--- config.mk ---
export PLATFORM = sky130hd
export DESIGN_NAME = capture_dump_streamer_flat
export DESIGN_NICKNAME = d
export VERILOG_FILES = /design/src/rtl/capture_dump_streamer_pkg.sv /design/src/rtl/capture_dump_streamer_if.sv /design/src/rtl/capture_dump_streamer.sv /design/src/flat_wrapper.sv
export SDC_FILE = /design/constraint.sdc
export NUM_CORES = 1
export LEC_CHECK = 0
export ABC_AREA = 1
export BUFFER_PORTS_ARGS = -buffer_cell sky130_fd_sc_hd__buf_2
export CAP_MARGIN = 25
export CORE_MARGIN = 4
export CORE_UTILIZATION = 61
export DETAILED_ROUTE_END_ITERATION = 10
export PLACE_DENSITY = 0.82
export SLEW_MARGIN = 10
export SYNTH_ARGS = -nofsm -noshare
export SYNTH_HDL_FRONTEND = slang
export SYNTH_SLANG_ARGS = --single-unit
--- constraint.sdc ---
create_clock -name clk -period 3.3 [get_ports clk]
set_input_delay 0.165 -clock clk [delete_from_list [all_inputs] [get_ports clk]]
set_output_delay 0.165 -clock clk [all_outputs]
set_load 0.01 [all_outputs]
--- src/rtl/capture_dump_streamer_pkg.sv ---
// Shared definitions for the logic-analyser capture dump path.
package la_pkg;

    // Dump sequencer states
    typedef enum logic [2:0] {
        ST_IDLE,
        ST_HDR,
        ST_READ,
        ST_LOAD,
        ST_SEND,
        ST_FIN
    } dump_state_t;

    // Header byte that marks the start of every dump on the UART stream
    localparam logic [7:0] LA_SYNC_BYTE = 8'hA5;

    // Number of bytes in one sample packet
    function automatic int packet_bytes(input int width);
        return width / 8;
    endfunction

endpackage

--- src/rtl/capture_dump_streamer_if.sv ---
// Capture-memory read port plus UART TX FIFO write port, as seen by the dumper.
interface capture_dump_streamer_if
    import la_pkg::*;
#(
    parameter int SAMPLE_PACKET_WIDTH = 32,
    parameter int ADDR_WIDTH          = 12
) ();
    logic                           mem_rd;
    logic [ADDR_WIDTH-1:0]          mem_addr;
    logic [SAMPLE_PACKET_WIDTH-1:0] mem_rdata;
    logic [7:0]                     utx_data;
    logic                           utx_buffer_write;
    logic                           utx_buffer_full;

    // The dumper drives reads and byte writes
    modport master (
        output mem_rd, mem_addr, utx_data, utx_buffer_write,
        input  mem_rdata, utx_buffer_full
    );

    // Memory / FIFO side
    modport slave (
        input  mem_rd, mem_addr, utx_data, utx_buffer_write,
        output mem_rdata, utx_buffer_full
    );
endinterface

--- src/rtl/capture_dump_streamer.sv ---
// Reads a run of sample packets from capture memory and streams them,
// MSB byte first and preceded by a sync byte, into the UART TX FIFO.
// Every output is a register loaded with the value it must show in the
// next cycle, so a write strobe launched at an edge is only launched if
// the FIFO reported not-full at that edge.
module capture_dump_streamer
    import la_pkg::*;
#(
    parameter int         SAMPLE_PACKET_WIDTH = 32,
    parameter int         ADDR_WIDTH          = 12,
    parameter logic [7:0] SYNC_BYTE           = LA_SYNC_BYTE
) (
    input  logic                  clk,
    input  logic                  reset,
    input  logic                  start,
    input  logic                  abort,
    input  logic [ADDR_WIDTH-1:0] start_addr,
    input  logic [ADDR_WIDTH:0]   packet_count,
    output logic                  busy,
    output logic                  done,
    capture_dump_streamer_if.master dump_bus
);

    localparam int PB  = packet_bytes(SAMPLE_PACKET_WIDTH);
    localparam int BCW = $clog2(PB + 1);
    localparam int W   = SAMPLE_PACKET_WIDTH;

    localparam logic [BCW-1:0]        BC_FULL  = BCW'(PB);
    localparam logic [BCW-1:0]        BC_LAST  = BCW'(PB - 1);
    localparam logic [BCW-1:0]        BC_ONE   = BCW'(1);
    localparam logic [ADDR_WIDTH-1:0] ADDR_ONE = ADDR_WIDTH'(1);
    localparam logic [ADDR_WIDTH:0]   REM_ONE  = (ADDR_WIDTH + 1)'(1);

    dump_state_t           r_state;
    logic [ADDR_WIDTH-1:0] r_addr;
    logic [ADDR_WIDTH:0]   r_rem;
    logic [BCW-1:0]        r_bcnt;   // bytes of the packet not yet put on the bus
    logic [W-1:0]          r_shift;
    logic                  r_mem_rd;
    logic [ADDR_WIDTH-1:0] r_mem_addr;
    logic [7:0]            r_data;
    logic                  r_wr;
    logic                  r_busy;
    logic                  r_done;

    assign dump_bus.mem_rd           = r_mem_rd;
    assign dump_bus.mem_addr         = r_mem_addr;
    assign dump_bus.utx_data         = r_data;
    assign dump_bus.utx_buffer_write = r_wr;
    assign busy                      = r_busy;
    assign done                      = r_done;

    // Dump sequencer with its counters, shift register and registered outputs
    always_ff @(posedge clk) begin
        if (reset) begin
            r_state    <= ST_IDLE;
            r_addr     <= '0;
            r_rem      <= '0;
            r_bcnt     <= '0;
            r_shift    <= '0;
            r_mem_rd   <= 1'b0;
            r_mem_addr <= '0;
            r_data     <= '0;
            r_wr       <= 1'b0;
            r_busy     <= 1'b0;
            r_done     <= 1'b0;
        end else begin
            // Strobes are single-cycle unless re-armed below
            r_mem_rd <= 1'b0;
            r_wr     <= 1'b0;
            r_done   <= 1'b0;

            if (r_state != ST_IDLE && abort) begin
                // Abort drops everything; no write or done is launched
                r_state <= ST_IDLE;
                r_busy  <= 1'b0;
            end else begin
                case (r_state)
                    ST_IDLE: begin
                        if (start && !abort) begin
                            r_addr  <= start_addr;
                            r_rem   <= packet_count;
                            r_state <= ST_HDR;
                            r_busy  <= 1'b1;
                            if (!dump_bus.utx_buffer_full) begin
                                r_data <= SYNC_BYTE;
                                r_wr   <= 1'b1;
                            end
                        end
                    end

                    ST_HDR: begin
                        if (r_wr) begin
                            // Sync byte is on the bus this cycle
                            if (r_rem == '0) begin
                                r_state <= ST_FIN;
                                r_done  <= 1'b1;
                            end else begin
                                r_state    <= ST_READ;
                                r_mem_rd   <= 1'b1;
                                r_mem_addr <= r_addr;
                            end
                        end else if (!dump_bus.utx_buffer_full) begin
                            r_data <= SYNC_BYTE;
                            r_wr   <= 1'b1;
                        end
                    end

                    ST_READ: begin
                        r_state <= ST_LOAD;
                    end

                    ST_LOAD: begin
                        // Read data is valid now; emit the first byte straight from it if possible
                        r_state <= ST_SEND;
                        if (!dump_bus.utx_buffer_full) begin
                            r_data  <= dump_bus.mem_rdata[W-1 -: 8];
                            r_shift <= dump_bus.mem_rdata << 8;
                            r_bcnt  <= BC_LAST;
                            r_wr    <= 1'b1;
                        end else begin
                            r_shift <= dump_bus.mem_rdata;
                            r_bcnt  <= BC_FULL;
                        end
                    end

                    ST_SEND: begin
                        if (r_wr && r_bcnt == '0) begin
                            // Last byte of the packet is being written this cycle
                            r_addr <= r_addr + ADDR_ONE;
                            r_rem  <= r_rem - REM_ONE;
                            if (r_rem == REM_ONE) begin
                                r_state <= ST_FIN;
                                r_done  <= 1'b1;
                            end else begin
                                r_state    <= ST_READ;
                                r_mem_rd   <= 1'b1;
                                r_mem_addr <= r_addr + ADDR_ONE;
                            end
                        end else if (!dump_bus.utx_buffer_full) begin
                            r_data  <= r_shift[W-1 -: 8];
                            r_shift <= r_shift << 8;
                            r_bcnt  <= r_bcnt - BC_ONE;
                            r_wr    <= 1'b1;
                        end
                    end

                    ST_FIN: begin
                        r_state <= ST_IDLE;
                        r_busy  <= 1'b0;
                    end

                    default: begin
                        r_state <= ST_IDLE;
                        r_busy  <= 1'b0;
                    end
                endcase
            end
        end
    end

endmodule

--- src/flat_wrapper.sv ---
// flat-port wrapper written by rule: the top's interface ports become plain ports
module capture_dump_streamer_flat import la_pkg::*;
#(
    parameter int         SAMPLE_PACKET_WIDTH = 32,
    parameter int         ADDR_WIDTH          = 12,
    parameter logic [7:0] SYNC_BYTE           = LA_SYNC_BYTE
)
  (clk, reset, start, abort, start_addr, packet_count, busy, done, dump_bus_mem_rd, dump_bus_mem_addr, dump_bus_utx_data, dump_bus_utx_buffer_write, dump_bus_mem_rdata, dump_bus_utx_buffer_full);
  capture_dump_streamer_if #(.SAMPLE_PACKET_WIDTH(SAMPLE_PACKET_WIDTH), .ADDR_WIDTH(ADDR_WIDTH)) dump_bus_i ();
  input  logic clk;
  input  logic reset;
  input  logic start;
  input  logic abort;
  input  logic [ADDR_WIDTH-1:0] start_addr;
  input  logic [ADDR_WIDTH:0] packet_count;
  output logic busy;
  output logic done;
  output wire logic [$bits(dump_bus_i.mem_rd)-1:0] dump_bus_mem_rd;
  output wire logic [$bits(dump_bus_i.mem_addr)-1:0] dump_bus_mem_addr;
  output wire logic [$bits(dump_bus_i.utx_data)-1:0] dump_bus_utx_data;
  output wire logic [$bits(dump_bus_i.utx_buffer_write)-1:0] dump_bus_utx_buffer_write;
  input wire logic [$bits(dump_bus_i.mem_rdata)-1:0] dump_bus_mem_rdata;
  input wire logic [$bits(dump_bus_i.utx_buffer_full)-1:0] dump_bus_utx_buffer_full;
  assign dump_bus_mem_rd = dump_bus_i.mem_rd;
  assign dump_bus_mem_addr = dump_bus_i.mem_addr;
  assign dump_bus_utx_data = dump_bus_i.utx_data;
  assign dump_bus_utx_buffer_write = dump_bus_i.utx_buffer_write;
  assign dump_bus_i.mem_rdata = dump_bus_mem_rdata;
  assign dump_bus_i.utx_buffer_full = dump_bus_utx_buffer_full;
  capture_dump_streamer #(.SAMPLE_PACKET_WIDTH(SAMPLE_PACKET_WIDTH), .ADDR_WIDTH(ADDR_WIDTH), .SYNC_BYTE(SYNC_BYTE)) u_core (.clk(clk), .reset(reset), .start(start), .abort(abort), .start_addr(start_addr), .packet_count(packet_count), .busy(busy), .done(done), .dump_bus(dump_bus_i));
endmodule
# After elaboration in Yosys (flattened, before gate mapping)
# Cells that the tools add are included.
[totals]
output_inout_bits = 24
in_bits = 62
word_cells = 99
ff_bits = 87
[classes]
muxes = 49
bitwise = 2
reduce_logical = 20
eq_ne = 14
n_addsub = 3
[ops]
columns = ["op", "count"]
rows = [
  ["$mux W32", 3],
  ["$mux W12", 6],
  ["$pmux W32 S2", 1],
  ["$mux W8", 6],
  ["$pmux W12 S2", 2],
  ["$pmux W8 S4", 1],
  ["$mux W13", 2],
  ["$pmux W13 S2", 1],
  ["$mux W3", 8],
  ["$pmux W3 S5", 1],
  ["$eq A13 B1 Y1 const B", 1],
  ["$logic_not A13 Y1", 1],
  ["$mux W1", 13],
  ["$sub A13 B1 Y13 const B", 1],
  ["$add A12 B1 Y12 const B", 1],
  ["$ne A2 B2 Y1 const B", 6],
  ["$reduce_and A4 Y1", 2],
  ["$reduce_and A7 Y1", 1],
  ["$eq A3 B2 Y1 const B", 2],
  ["$logic_not A3 Y1", 2],
  ["$ne A2 B1 Y1 const B", 3],
  ["$pmux W1 S2", 3],
  ["$pmux W3 S2", 1],
  ["$reduce_and A6 Y1", 1],
  ["other kinds (14)", 19],
]

# Longest topological paths before layout
[depth]
ltp_word = 4
ltp_mapped = 12

# Worst setup path before layout
# Ideal clock, no wire load.
[synth_timing]
path_type = "reg2reg"
startpoint = "register u_core.r_state[2]"
endpoint = "register u_core.r_shift[10]"
stages_incl_launch_ff = 11
arrival_ns = 1.360
setup_slack_ns = 1.823
t_required_ns = 3.183
path_cell_list = "dfxtp_1 > inv_4 > nand2_1 > nand2_2 > o21ai_0 > inv_1 > nand2_4 > inv_4 > buf_4 > o21ai_0 > nor2_1"
[synth_via]
elab_chain_cells = 4
[synth_rtl]
columns = ["item", "line_no", "rtl"]
rows = [
  ["start, declared", "capture_dump_streamer.sv:34", "dump_state_t r_state;"],
  ["start signal, assigned", "capture_dump_streamer.sv:56", "r_state <= ST_IDLE;"],
  ["start signal, assigned", "capture_dump_streamer.sv:75", "r_state <= ST_IDLE;"],
  ["start signal, assigned", "capture_dump_streamer.sv:83", "r_state <= ST_HDR;"],
  ["parallel branches: the longest is 4 deep, another holds $reduce_and A4 Y1", "--", ""],
  ["end signal, assigned", "capture_dump_streamer.sv:118", "r_shift <= dump_bus.mem_rdata << 8;"],
  ["end signal, assigned", "capture_dump_streamer.sv:122", "r_shift <= dump_bus.mem_rdata;"],
  ["end signal, assigned", "capture_dump_streamer.sv:142", "r_shift <= r_shift << 8;"],
  ["end, declared", "capture_dump_streamer.sv:38", "logic [W-1:0] r_shift;"],
]
# Several ways; the timed one is not identified.
# A chain may end at the register's enable or synchronous reset.

# Final worst setup path
[layout_timing]
startpoint = "register u_core.r_state[0]"
endpoint = "register u_core.r_rem[4]"
[layout_via]
elab_chain_cells = 4
[layout_rtl]
columns = ["item", "line_no", "rtl"]
rows = [
  ["parallel branches: the longest is 4 deep, another holds $reduce_and A4 Y1", "--", ""],
  ["end signal, assigned", "capture_dump_streamer.sv:82", "r_rem <= packet_count;"],
  ["end signal, assigned", "capture_dump_streamer.sv:131", "r_rem <= r_rem - REM_ONE;"],
  ["end, declared", "capture_dump_streamer.sv:36", "logic [ADDR_WIDTH:0] r_rem;"],
]
# Several ways; the timed one is not identified.

==> metrics <==
status=complete, no violations; Antenna Nets Post-Route=0; Gate Count Post-Synth=slightly below 800; Vias/cell=5.38; # diodes=0; filler cell count=710; root buf cell=clkbuf_8; vias=5180; Register Area=~1700 µm²; Peak VDD IR=around 0.00040 V; syn_nets=862; hold depth=3; WHS=75.5 ps; Synth cell types=35; CTS tree=built; Die H=98.8 µm; number of remaining DRC errors=0; Max Transition Viols Final=0; shortest period the worst path allows=2320 ps; Layout Nets=924; FF-to-FF path depth=7; Final Skew=12.6 ps; FF-to-FF End=u_core.r_rem[4]$_SDFFE_PP0P_; routability cong.=0.903; CTS Buf Count=9; RR Startpoint=u_core.r_state[0]$_SDFFE_PP0P_; sink of the worst hold path=u_core.r_shift[1]$_SDFFE_PP0P_; initial antenna violation count=0; #FFs+latches synth=87; io pins=86; Hold Crit Start=dump_bus_mem_rdata[1]; setup violators final=0; core area=7890 µm²; max cap viols=0; drt initial violations=approximately 290; Synth Cell Area=about 5000 µm²; post-CTS sizing=0; remaining global-route overflow=0; Top FF cell, synth=dfxtp_1; Total GRT Usage=26.6%; WL/cell=13.3 µm; final worst-path cycle share=70.3%; CP max FO=24; clk_lat worst skew=360 ps; hold buffer count at cts=0; Fin. Hold Viols=0; Die W=98.8 µm; first-pass GRT wire length=21900 µm; CP endpoint kind=register; Reg2Reg Setup Slack=between 900 and 1000 ps; PwrDens=732 nW/µm²; critical path arrival=2540 ps; Starting Density=63.7%; layout cell share with drive strength beyond 1=15.1%; Slew headroom=35.9%; vias in the first global route=around 5000; CP Data Required Time=3530 ps; synth-to-layout area growth=11.5%; port bufs=85; RSZ-0062 raised after global routing=no; Worst Max-Slew Pin Slew=958 ps; CTS max path bufs=2; EDFF count, synth=0; H-tree depth=3; Post-DP Area=5380 µm²; Post-CTS Setup Bufs=0; Multi-input gate area=2770 µm²; setup tns final=0 ps; startpoint types=register; hpwl dp=8880 µm; fin area=5600 µm²; largest net degree at the start of global routing=between 40 and 50; hold crit path type=in2reg; Fmax=0.431 GHz; Leak=2.64 nW; Synth Area per Inst=6.33 µm²; Async SR Flop Fraction=0%; clock sinks=87; row cnt=32; register area share after synthesis=34.6%; area of the die=a little under 10000 µm²; Crit Path Category=reg2reg; DRT Pass-1 Iters=5; final wirelength=between 10000 and 15000 µm; Clock transition at path regs=approximately 90 ps; Ys Warns=0
## worst max-delay path by stage
stage	slack, ps	depth (start not counted)	to	startpoint
finish	980	7	u_core.r_rem[4]$_SDFFE_PP0P_	u_core.r_state[0]$_SDFFE_PP0P_
global route	780	6	u_core.r_rem[4]$_SDFFE_PP0P_	u_core.r_state[0]$_SDFFE_PP0P_
CTS	1020	7	u_core.r_rem[4]$_SDFFE_PP0P_	u_core.r_state[0]$_SDFFE_PP0P_
detailed placement	1050	7	u_core.r_rem[4]$_SDFFE_PP0P_	u_core.r_state[0]$_SDFFE_PP0P_
global placement	1110	8	u_core.r_bcnt[0]$_SDFFE_PP0P_	u_core.r_state[2]$_SDFFE_PP0P_
floorplan	1820	10	u_core.r_shift[10]$_SDFFE_PP0P_	u_core.r_state[2]$_SDFFE_PP0P_
## critical path, cell delays in order, from the launching register on
cell     delay (ps)
dfxtp_1         470
inv_2           110
nand2_4         100
nor2_8           80
nand2_4         110
nand4_1         740
o21ai_0         460
a21oi_1         100
## cell usage in the layout, fill, tap and decap left out, drive strengths merged
cell and instances:
a21oi 63, inv 77, ha 6, o211ai 16, or2 3, buf 89
nor3 6, nor2 125, nand2 247, o211a 1, o21ai 57, nor4 1
bufinv 2, nand3 50, nand4 10, nor3b 1, dfxtp 87, clkbuf 10
clkinvlp 1, a21o 1, nand3b 2, mux2i 1, o22ai 1, xor2 2
clkinv 1, xnor2 1
## report_power, final
part           switching (mW)  internal (mW)
registers               0.226           1.33
logic                    1.12          0.586
clock network           0.405          0.434
total                    1.75           2.35
## cells by family after synthesis
logic type               share of synthesized area (%)
AND/OR/NAND/NOR                                   38.1
AO/OA/AOI/OAI                                     14.8
adder cells (fa/ha/maj)                           1.49
XOR/XNOR                                         0.523
multiplexers                                     0.199
flip-flops                                        34.6
buffers and inverters                             10.2
## registers in the layout, indices dropped and copies added (netlist names)
register and flops:
u_core.done 1, u_core.r_shift 32, u_core.dump_bus.mem_addr 12, u_core.r_rem 13
u_core.r_state 3, u_core.busy 1, u_core.dump_bus.utx_buffer_write 1, u_core.r_bcnt 3
u_core.dump_bus.mem_rd 1, u_core.dump_bus.utx_data 8, u_core.r_addr 12
## layout make-up
class                           count  share of cell area, %
Timing Repair Buffer               89                   8.13
Sequential cell                    87                   31.1
Clock buffer                       10                   2.28
Inverter                           75                   5.11
Tap cell                          102                   2.28
Multi-Input combinational cell    594                   49.5
Clock inverter                      6                   1.65
## metrics by stage
| stage | worst slack [ps] | instances | power (mW) | util, % |
|---|---|---|---|---|
| global route | 779 | 963 | 4.44 | 71.1 |
| floorplan | 1820 | 794 | 2.84 | - |
| CTS | 1020 | 963 | 4.10 | 71.1 |
| detailed placement | 1050 | 947 | 3.26 | 68.3 |
| global placement | 1110 | 947 | 3.20 | 68.3 |
| finish | 981 | 963 | 4.10 | 71.1 |
## cells in the mapped netlist, drive strengths merged (2+ instances only)
| cell | n | area, µm² |
|---|---|---|
| buf | 26 | 181 |
| inv | 75 | 287 |
| or2 | 3 | 18.8 |
| nand2 | 247 | 962 |
| clkbuf | 12 | 45.0 |
| nor3 | 6 | 30.0 |
| a21oi | 63 | 315 |
| nand3 | 50 | 273 |
| nor2 | 125 | 542 |
| dfxtp | 87 | 1740 |
| o21ai | 57 | 285 |
| nand4 | 10 | 62.6 |
| o211ai | 16 | 120 |
| ha | 6 | 75.1 |
| nand3b | 2 | 15.0 |
| xor2 | 2 | 17.5 |
## layer usage
layer,part of all wire [%],GRT usage (%),routed length (µm)
met5,0,0,0
met4,1.6,7.67,201
met3,6.6,3.75,844
met2,47,45.1,5990
met1,45,35.2,5770
No activity file was read; power rests on OpenSTA's default activity.
